## src/rtl/common.sv

```systemverilog
`default_nettype none
// ============================================================================
//  Module      : common (package)
//  Description : Shared RV32I definitions for the instruction encoder.
//                - opcode_t : major opcode encodings
//                - fmt_t    : instruction format implied by an opcode
//                - immediate range limits used by the range check
//                - fmt_of() : opcode -> format classification
//  Revision    : 1.0  initial release
// ============================================================================
package common;

  typedef enum logic [6:0] {
    LD     = 7'b0000011,
    REGIMM = 7'b0010011,
    AUIPC  = 7'b0010111,
    STR    = 7'b0100011,
    LUI    = 7'b0110111,
    BR     = 7'b1100011,
    JALR   = 7'b1100111,
    JAL    = 7'b1101111
  } opcode_t;

  typedef enum logic [2:0] {
    FMT_I = 3'd0,
    FMT_S = 3'd1,
    FMT_B = 3'd2,
    FMT_J = 3'd3,
    FMT_U = 3'd4,
    FMT_R = 3'd5
  } fmt_t;

  // Representable signed immediate ranges per format
  localparam int c_imm_i_min = -2048;
  localparam int c_imm_i_max = 2047;
  localparam int c_imm_b_min = -4096;
  localparam int c_imm_b_max = 4094;
  localparam int c_imm_j_min = -1048576;
  localparam int c_imm_j_max = 1048574;

  // Anything not listed is packed as an R-type word
  function automatic fmt_t fmt_of(input logic [6:0] op);
    case (op)
      REGIMM, LD, JALR: fmt_of = FMT_I;
      STR:              fmt_of = FMT_S;
      BR:               fmt_of = FMT_B;
      JAL:              fmt_of = FMT_J;
      LUI, AUIPC:       fmt_of = FMT_U;
      default:          fmt_of = FMT_R;
    endcase
  endfunction

endpackage
`default_nettype wire

```

## src/rtl/imm_encoder.sv

```systemverilog
`default_nettype none
// ============================================================================
//  Module      : imm_encoder
//  Description : Combinational immediate scatter. Places the opcode and the
//                immediate bits of the opcode's format into a 32-bit word;
//                register and funct fields are left zero for the caller.
//                With IMM_RANGE_CHECK_EN defined, also flags immediates that
//                the format cannot represent; otherwise range_err is 0.
//  Ports       : opcode    [6:0]  in  : major opcode
//                imm       [31:0] in  : sign-extended immediate
//                word      [31:0] out : opcode + placed immediate bits
//                range_err        out : immediate not representable
//  Revision    : 1.0  initial release
// ============================================================================
module imm_encoder
  import common::*;
(
  input  logic [6:0]  opcode,
  input  logic [31:0] imm,
  output logic [31:0] word,
  output logic        range_err
);

  fmt_t w_fmt;
  assign w_fmt = fmt_of(opcode);

  always_comb begin
    word = {25'b0, opcode};
    case (w_fmt)
      FMT_I:   word = {imm[11:0], 13'b0, opcode};
      FMT_S:   word = {imm[11:5], 13'b0, imm[4:0], opcode};
      FMT_B:   word = {imm[12], imm[10:5], 13'b0, imm[4:1], imm[11], opcode};
      FMT_J:   word = {imm[20], imm[10:1], imm[11], imm[19:12], 5'b0, opcode};
      FMT_U:   word = {imm[31:12], 5'b0, opcode};
      default: word = {25'b0, opcode};
    endcase
  end

`ifdef IMM_RANGE_CHECK_EN
  logic signed [31:0] w_simm;
  assign w_simm = imm;

  always_comb begin
    range_err = 1'b0;
    case (w_fmt)
      FMT_I, FMT_S: range_err = (w_simm < c_imm_i_min) || (w_simm > c_imm_i_max);
      FMT_B:        range_err = (w_simm < c_imm_b_min) || (w_simm > c_imm_b_max) || imm[0];
      FMT_J:        range_err = (w_simm < c_imm_j_min) || (w_simm > c_imm_j_max) || imm[0];
      FMT_U:        range_err = (imm[11:0] != 12'd0);
      default:      range_err = 1'b0;
    endcase
  end
`else
  assign range_err = 1'b0;
`endif

endmodule
`default_nettype wire

```

## src/rtl/instr_encoder.sv

```systemverilog
`default_nettype none
// ============================================================================
//  Module      : instr_encoder
//  Description : Pipelined RV32I instruction encoder. Packs decoded fields
//                into a 32-bit word through one output register stage with
//                valid/ready on both sides, and assigns sequential byte
//                addresses starting at BASE_ADDR.
//                Optional feature macro: IMM_RANGE_CHECK_EN enables out_err
//                and the saturating err_cnt; without it both read 0.
//  Ports       : clk, rst_n (sync, active-low), clr (sync flush)
//                in_valid/in_ready, in_opcode, in_rd, in_rs1, in_rs2,
//                in_funct3, in_funct7, in_imm          : input fields
//                out_valid/out_ready, out_instr, out_addr, out_err : output
//                err_cnt                                : error count
//  Revision    : 1.0  initial release
// ============================================================================
module instr_encoder
  import common::*;
#(
  parameter logic [31:0] BASE_ADDR = 32'h0000_0000,
  parameter int          ADDR_W    = 32
) (
  input  logic              clk,
  input  logic              rst_n,
  input  logic              clr,
  input  logic              in_valid,
  output logic              in_ready,
  input  logic [6:0]        in_opcode,
  input  logic [4:0]        in_rd,
  input  logic [4:0]        in_rs1,
  input  logic [4:0]        in_rs2,
  input  logic [2:0]        in_funct3,
  input  logic [6:0]        in_funct7,
  input  logic [31:0]       in_imm,
  output logic              out_valid,
  input  logic              out_ready,
  output logic [31:0]       out_instr,
  output logic [ADDR_W-1:0] out_addr,
  output logic              out_err,
  output logic [7:0]        err_cnt
);

  localparam logic [ADDR_W-1:0] c_base = ADDR_W'(BASE_ADDR);
  localparam logic [ADDR_W-1:0] c_step = ADDR_W'(4);

  logic [31:0]       w_imm_word;
  logic              w_range_err;
  logic [31:0]       w_fields;
  fmt_t              w_fmt;
  logic              w_accept;
  logic              w_hs;

  logic              r_valid;
  logic [31:0]       r_instr;
  logic              r_err;
  logic [ADDR_W-1:0] r_addr;

  imm_encoder u_imm_encoder (
    .opcode    (in_opcode),
    .imm       (in_imm),
    .word      (w_imm_word),
    .range_err (w_range_err)
  );

  // Register/funct fields only enter the word where the format has them,
  // so stray values on unused inputs never leak into the encoding.
  assign w_fmt = fmt_of(in_opcode);

  always_comb begin
    w_fields = '0;
    if (w_fmt inside {FMT_I, FMT_J, FMT_U, FMT_R}) w_fields[11:7]  = in_rd;
    if (w_fmt inside {FMT_I, FMT_S, FMT_B, FMT_R}) w_fields[14:12] = in_funct3;
    if (w_fmt inside {FMT_I, FMT_S, FMT_B, FMT_R}) w_fields[19:15] = in_rs1;
    if (w_fmt inside {FMT_S, FMT_B, FMT_R})        w_fields[24:20] = in_rs2;
    if (w_fmt == FMT_R)                            w_fields[31:25] = in_funct7;
  end

  assign in_ready = !clr && (!r_valid || out_ready);
  assign w_accept = in_valid && in_ready;
  assign w_hs     = r_valid && out_ready;

  // clr dominates a coincident handshake: the address reloads, no +4.
  always_ff @(posedge clk) begin
    if (!rst_n) begin
      r_valid <= 1'b0;
      r_instr <= '0;
      r_err   <= 1'b0;
      r_addr  <= c_base;
    end else if (clr) begin
      r_valid <= 1'b0;
      r_addr  <= c_base;
    end else begin
      if (w_hs) begin
        r_addr <= r_addr + c_step;
      end
      if (w_accept) begin
        r_valid <= 1'b1;
        r_instr <= w_imm_word | w_fields;
        r_err   <= w_range_err;
      end else if (w_hs) begin
        r_valid <= 1'b0;
      end
    end
  end

  assign out_valid = r_valid;
  assign out_instr = r_instr;
  assign out_addr  = r_addr;
  // r_err is constant 0 when the range check is compiled out
  assign out_err   = r_err;

`ifdef IMM_RANGE_CHECK_EN
  logic [7:0] r_err_cnt;

  always_ff @(posedge clk) begin
    if (!rst_n) begin
      r_err_cnt <= '0;
    end else if (!clr && w_hs && r_err && (r_err_cnt != 8'hFF)) begin
      r_err_cnt <= r_err_cnt + 8'd1;
    end
  end

  assign err_cnt = r_err_cnt;
`else
  assign err_cnt = '0;
`endif

endmodule
`default_nettype wire

```

## config.mk

```make
export PLATFORM = sky130hd
export DESIGN_NAME = instr_encoder
export DESIGN_NICKNAME = d
export VERILOG_FILES = /design/src/rtl/common.sv /design/src/rtl/imm_encoder.sv /design/src/rtl/instr_encoder.sv
export SDC_FILE = /design/constraint.sdc
export NUM_CORES = 1
export LEC_CHECK = 0
export ABC_AREA = 0
export BUFFER_PORTS_ARGS = -buffer_cell sky130_fd_sc_hd__buf_2
export CORE_MARGIN = 1.5
export CORE_UTILIZATION = 48
export DETAILED_ROUTE_END_ITERATION = 10
export PLACE_DENSITY = 0.77
export SLEW_MARGIN = 30
export SYNTH_ARGS = -nofsm -noshare
export SYNTH_HDL_FRONTEND = slang
export SYNTH_SLANG_ARGS = --single-unit
```

## constraint.sdc

```tcl
create_clock -name clk -period 2.6 [get_ports clk]
set_clock_uncertainty 0.2 [all_clocks]
set_input_delay 0.52 -clock clk [delete_from_list [all_inputs] [get_ports clk]]
set_output_delay 0.52 -clock clk [all_outputs]
set_load 0.005 [all_outputs]
```

## Yosys cells after proc, flatten, opt, wreduce, memory -nomap -nowiden

Cells that the tools add are included.

| storage, ports and cells | value |
|---|---|
| bits in registers | 65 |
| latch bits | 0 |
| bits in writable memories | 0 |
| memory bits (read-only) | 0 |
| input port bits | 69 |
| output and inout bits | 75 |
| word-level logic and storage cells | 44 |
| memories kept | 0 |

| operators by class | value |
|---|---|
| add/sub/neg operators | 1 |
| multiply operators | 0 |
| div/mod/pow operators | 0 |
| order comparisons | 0 |
| equal/unequal tests | 13 |
| shift-type cells | 0 |
| multiplexer cells | 9 |
| bitwise operators | 3 |
| reduce and logical (&&, ||, !) cells | 15 |

Operators with widths:

| cell | count |
|---|---|
| case mux 32 bit (5 select lines) | 1 |
| adder 32 x 3 -> 32 bit (second input constant) | 1 |
| OR 32 bit | 1 |
| == test 7 bit (second input constant) | 3 |
| 2-to-1 mux 5 bit | 3 |
| case mux 3 bit (5 select lines) | 1 |
| == test 7 x 5 -> 1 bit (second input constant) | 2 |
| == test 7 x 6 -> 1 bit (second input constant) | 2 |
| nonzero test 4 bit | 2 |
| == test 7 x 2 -> 1 bit (second input constant) | 1 |
| 2-to-1 mux 7 bit | 1 |
| == test 3 x 2 -> 1 bit (second input constant) | 2 |
| == test 3 bit (second input constant) | 2 |
| OR reduction 2 bit | 2 |
| == test 3 x 1 -> 1 bit (second input constant) | 1 |
| logical AND 1 bit | 3 |
| zero test 3 bit | 1 |
| 2-to-1 mux 3 bit | 1 |
| nonzero test 3 bit | 1 |
| OR reduction 3 bit | 1 |
| zero test 1 bit | 2 |
| 2-to-1 mux 1 bit | 2 |
| NOT 1 bit | 2 |
| AND reduction 2 bit | 1 |
| 2 further kinds | 2 |

## Longest topological paths before layout

| depth | value |
|---|---|
| depth after elaboration | 7 |
| mapped depth | 7 |
| depth with buffers taken out | 5 |

## Modules after synthesis

Synthesis repeated with hierarchy kept, for this count alone.

| second synthesis, totals | value |
|---|---|
| cell total of the unflattened synthesis | 437 |
| area total of the unflattened synthesis | 3606.0 µm² |

By module, submodules not included:

| module | instances | cells an instance | area each (µm²) | seq. area each (µm²) |
|---|---|---|---|---|
| instr_encoder | 1 | 354 | 3021.6 | 1281.2 |
| imm_encoder | 1 | 83 | 584.3 | 0.0 |

## Worst setup path after synthesis

Ideal clock, no wire load.

| timing | value |
|---|---|
| path kind | input port to flip-flop |
| start point | input in_opcode[2] |
| end point | register r_instr[20] (netlist: out_instr[20]) |
| setup time | 0.126 ns |
| arrival | 1.777 ns |
| data required time | 2.274 ns |
| path slack | 0.497 ns |
| cell stages on the path | 5 |
| buffers on the path | 1 |
| cells stage by stage | buf_2 -> or4_4 -> a31o_2 -> a221oi_2 -> o22ai_1 |

| between the ends | value |
|---|---|
| word-level cells in the longest chain between the ends | 7 |
| elaborated cells between the ends (all ways) | 21 |
| classes of those cells | eq/ne: 13; mux: 3; bitwise: 1; reduce/logical: 4 |

Ends and longest elaborated chain:

| what | line | RTL |
|---|---|---|
| start: declaration | instr_encoder.sv:28 | `input logic [6:0] in_opcode,` |
| == test 7 x 5 -> 1 bit, or another cell as far along | common.sv:43 | `case (op)` |
| OR reduction 3 bit / OR reduction 2 bit (equally long branches) | common.sv:43 |  |
| case mux 3 bit (5 select lines) * | common.sv:43 |  |
| == test 3 x 1 -> 1 bit, or another cell as far along | imm_encoder.sv:29, instr_encoder.sv:74 |  |
| nonzero test 3 bit | instr_encoder.sv:74 | `if (w_fmt inside {FMT_S, FMT_B, FMT_R}) w_fields[24:20] = in_rs2;` |
| 2-to-1 mux 5 bit | instr_encoder.sv:74 |  |
| OR 32 bit * | instr_encoder.sv:98 | `r_instr <= w_imm_word \| w_fields;` |
| end signal: assignment | instr_encoder.sv:98 |  |
| end: declaration | instr_encoder.sv:54 | `logic [31:0] r_instr;` |

Every way passes the cells marked *; elsewhere a longest branch is shown, timed or not.
A chain may end at the register's enable or synchronous reset.

## Final worst setup path

| timing | value |
|---|---|
| start point | register r_addr[2] (netlist: out_addr[2]) |
| end point | register r_addr[24] (netlist: out_addr[24]) |

| between the ends | value |
|---|---|
| word-level cells in the longest chain between the ends | 1 |

Ends and longest elaborated chain:

| what | line | RTL |
|---|---|---|
| start: declaration | instr_encoder.sv:56 | `logic [ADDR_W-1:0] r_addr;` |
| start signal: assignment | instr_encoder.sv:88 | `r_addr <= c_base;` |
| start signal: assignment | instr_encoder.sv:91 | `r_addr <= c_base;` |
| start signal: assignment | instr_encoder.sv:94 | `r_addr <= r_addr + c_step;` |
| adder 32 x 3 -> 32 bit | instr_encoder.sv:94 |  |

Every way passes these cells.

==> flow_summary.toml <==
[setup_path]
crit_required_ns = 2.67
r2r_slack_ns = 0.51
crit_path_start = "out_addr[2]"
critPathKind = "reg -> reg"
crit_arrival_ns = 2.16
r2r_end = "out_addr[24]"
cp_max_fo = 18
end_kind = "flip-flop"
crit_end = "out_addr[24]"
r2r-start = "out_addr[2]"
r2r_cells = 4
startpoint_type = "flip-flop"

[clock_network]
cts_tree = "done"
cts_buffers = 9
clockBufferDepth = 2
htree_levels = 3
hold_buffers = 0
post_cts_buffers = 0
cts.sinks = 63
clk_pin_slew_ns = 0.07
cts_root_buf = "clkbuf_8"
cts_resized = 0
clock_latency_ns = 0.34

[logic_synthesis]
syn_area_per_cell_um2 = 8.42
yosysWarnings = 0
synth-main-ff-cell = "dfxtp_1"
synthArstFlopShare_pct = 0
synth-edff-count = 0
yosys.area.top_type = "dfxtp_1"
synth_seq_cells = 63
synthTopCellsByArea = "dfxtp_1 (39%), a21oi_1 (6.6%), o21ai_0 (4.9%), nand2_1 (4.8%), mux2i_1 (4.0%)"
yosysMostFrequentCell = "dfxtp_1"
synth_top_cell_area_share_pct = 38.7
ys_types = 57
synth_common_cells = "dfxtp_1 (63), a21oi_1 (43), nand2_1 (42)"
netlist_area_mm2 = 0.00326
yosysSeqAreaShare_pct = 38.7
netlist_instances = 387

[detailed_routing]
first_pass_iters = 8
via_per_inst = 5.67
vias = 3356
drc = 5
wirelength_mm = 8.87
drt-initial-drc-count = 179
antenna_left = 0
wl_per_cell_um = 15.0

[grt]
grt_pass1_vias = 2938
overflow = 0
grt_max_degree = 47
grtUsageTotal_pct = 24.3
grt_pass1_wl_mm = 14.3
antenna_found_initial = 0

[timing]
report.final.slew_viol_count = 0
final-setup-viol-count = 0
relSlewSlack_pct = 65.3
finalWorstSetupSlack_ns = 0.510
fin_crit_ns = 2.09
fin_crit_sh_pct = 80.4
final.setup.tns_ns = 0
tightest_slew_ns = 0.520
hold_viol = 0
fmax_ghz = 0.479
rsz0062_at_grt = "no"

[min_path]
whs_path_depth = 3
hold_path.class = "in -> reg"

[cells_and_area]
final_core_util_pct = 64.0
layout.nets = 580
antenna_cells = 0
finalInstanceArea_mm2 = 0.00413
drive_gt1_share_pct = 35.0
area_growth_pct = 26.9

[status]
failed_checks = "design-rule violations"
status = "finished, violations left"

[die]
fp-row-count = 29
start_util_pct = 50.4
die_width_um = 85.4
core_mm2 = 0.00646
die_area_mm2 = 0.00729
die_h_um = 85.4
ios = 144

[placed_design]
place.gp.congestion = 0.813
post-place-ws_ns = 0.363
hpwl_mm = 6.54
placed_area_mm2 = 0.00389
port_buffers = 132

[power_and_ir_drop]
power_uw = 2290
peakVddDrop_mv = 0.402
power_leakage_uw = 0.00174
powerDensity_mw_per_mm2 = 555

[run]
drv_cap = 0
==> how the worst min path moves through the flow <==
stage / from / to / slack [ns]
floorplan: out_instr[0] / out_instr[0] / 0.25
global placement: out_instr[1] / out_instr[1] / 0.24
detailed placement: out_instr[3] / out_instr[3] / 0.25
CTS: in_rs2[3] / out_instr[23] / 0.22
global route: in_rs2[3] / out_instr[23] / 0.22
finish: in_rs2[3] / out_instr[23] / 0.23
==> registers in the layout, indices dropped and copies added, names as in the netlist <==
name	flops
out_instr	32
out_addr	30
out_valid	1
==> logic make-up after synthesis <==
| kind of cell | after synthesis | synth area share (%) |
|---|---|---|
| buf+inv | 43 | 7.34 |
| xor+xnor | 11 | 2.96 |
| mux | 14 | 4.34 |
| other cells | 1 | 0.115 |
| flops | 63 | 38.7 |
| simple gates | 142 | 25.1 |
| compound gates | 112 | 21.0 |
| fa+ha+maj | 1 | 0.384 |
==> power breakdown <==
| part | switching [uW] | internal [uW] |
|---|---|---|
| logic | 131 | 104 |
| registers | 15.9 | 997 |
| clock network | 387 | 660 |
| total | 534 | 1760 |
==> layout by cell type (no fill, tap or decap), types with 5 or more instances in the layout <==
| master | netlist | final |
|---|---|---|
| buf_2 | 7 | 132 |
| dfxtp_1 | 63 | 63 |
| a21oi_1 | 43 | 43 |
| nand2_1 | 42 | 42 |
| o21ai_0 | 32 | 32 |
| nor2_1 | 23 | 23 |
| nand4_1 | 16 | 16 |
| mux2i_1 | 13 | 13 |
| conb_1 | 1 | 11 |
| o31ai_1 | 10 | 10 |
| or4_1 | 10 | 10 |
| nand3_1 | 10 | 10 |
| clkbuf_8 | 2 | 10 |
| buf_4 | 11 | 7 |
| inv_1 | 6 | 6 |
| xor2_1 | 6 | 6 |
| a31oi_1 | 6 | 6 |
| and3_1 | 5 | 5 |
| xnor2_1 | 5 | 5 |
==> cell type report <==
class,instances,area [um^2]
clock buffer,10,138
clock inverter,6,108
fill,560,2330
inverter,6,22.5
multi-input combinational,291,1790
sequential,63,1260
tap,77,96.3
timing repair buffer,139,713
==> worst max-delay path, cell delays in order (launching register included) <==
cell and delay [ns]:
dfxtp_1 0.45, ha_1 0.32, nand3_2 0.31, or4_1 0.59, a21oi_1 0.15
==> routing by layer <==
layer,GRT usage (%),vias up,wire length [um]
li1,-,1653,-
met1,30.5,1539,3670
met2,39.1,149,4260
met3,7.39,15,738
met4,9.38,0,205
met5,0,-,0
==> through the flow <==
step,hold slack (ns),instances
after floorplan,0.253,397
after global placement,0.240,576
after detailed placement,0.248,576
after CTS,0.225,592
after global routing,0.221,592
final,0.229,592
Power figures use the tool's default switching activity.
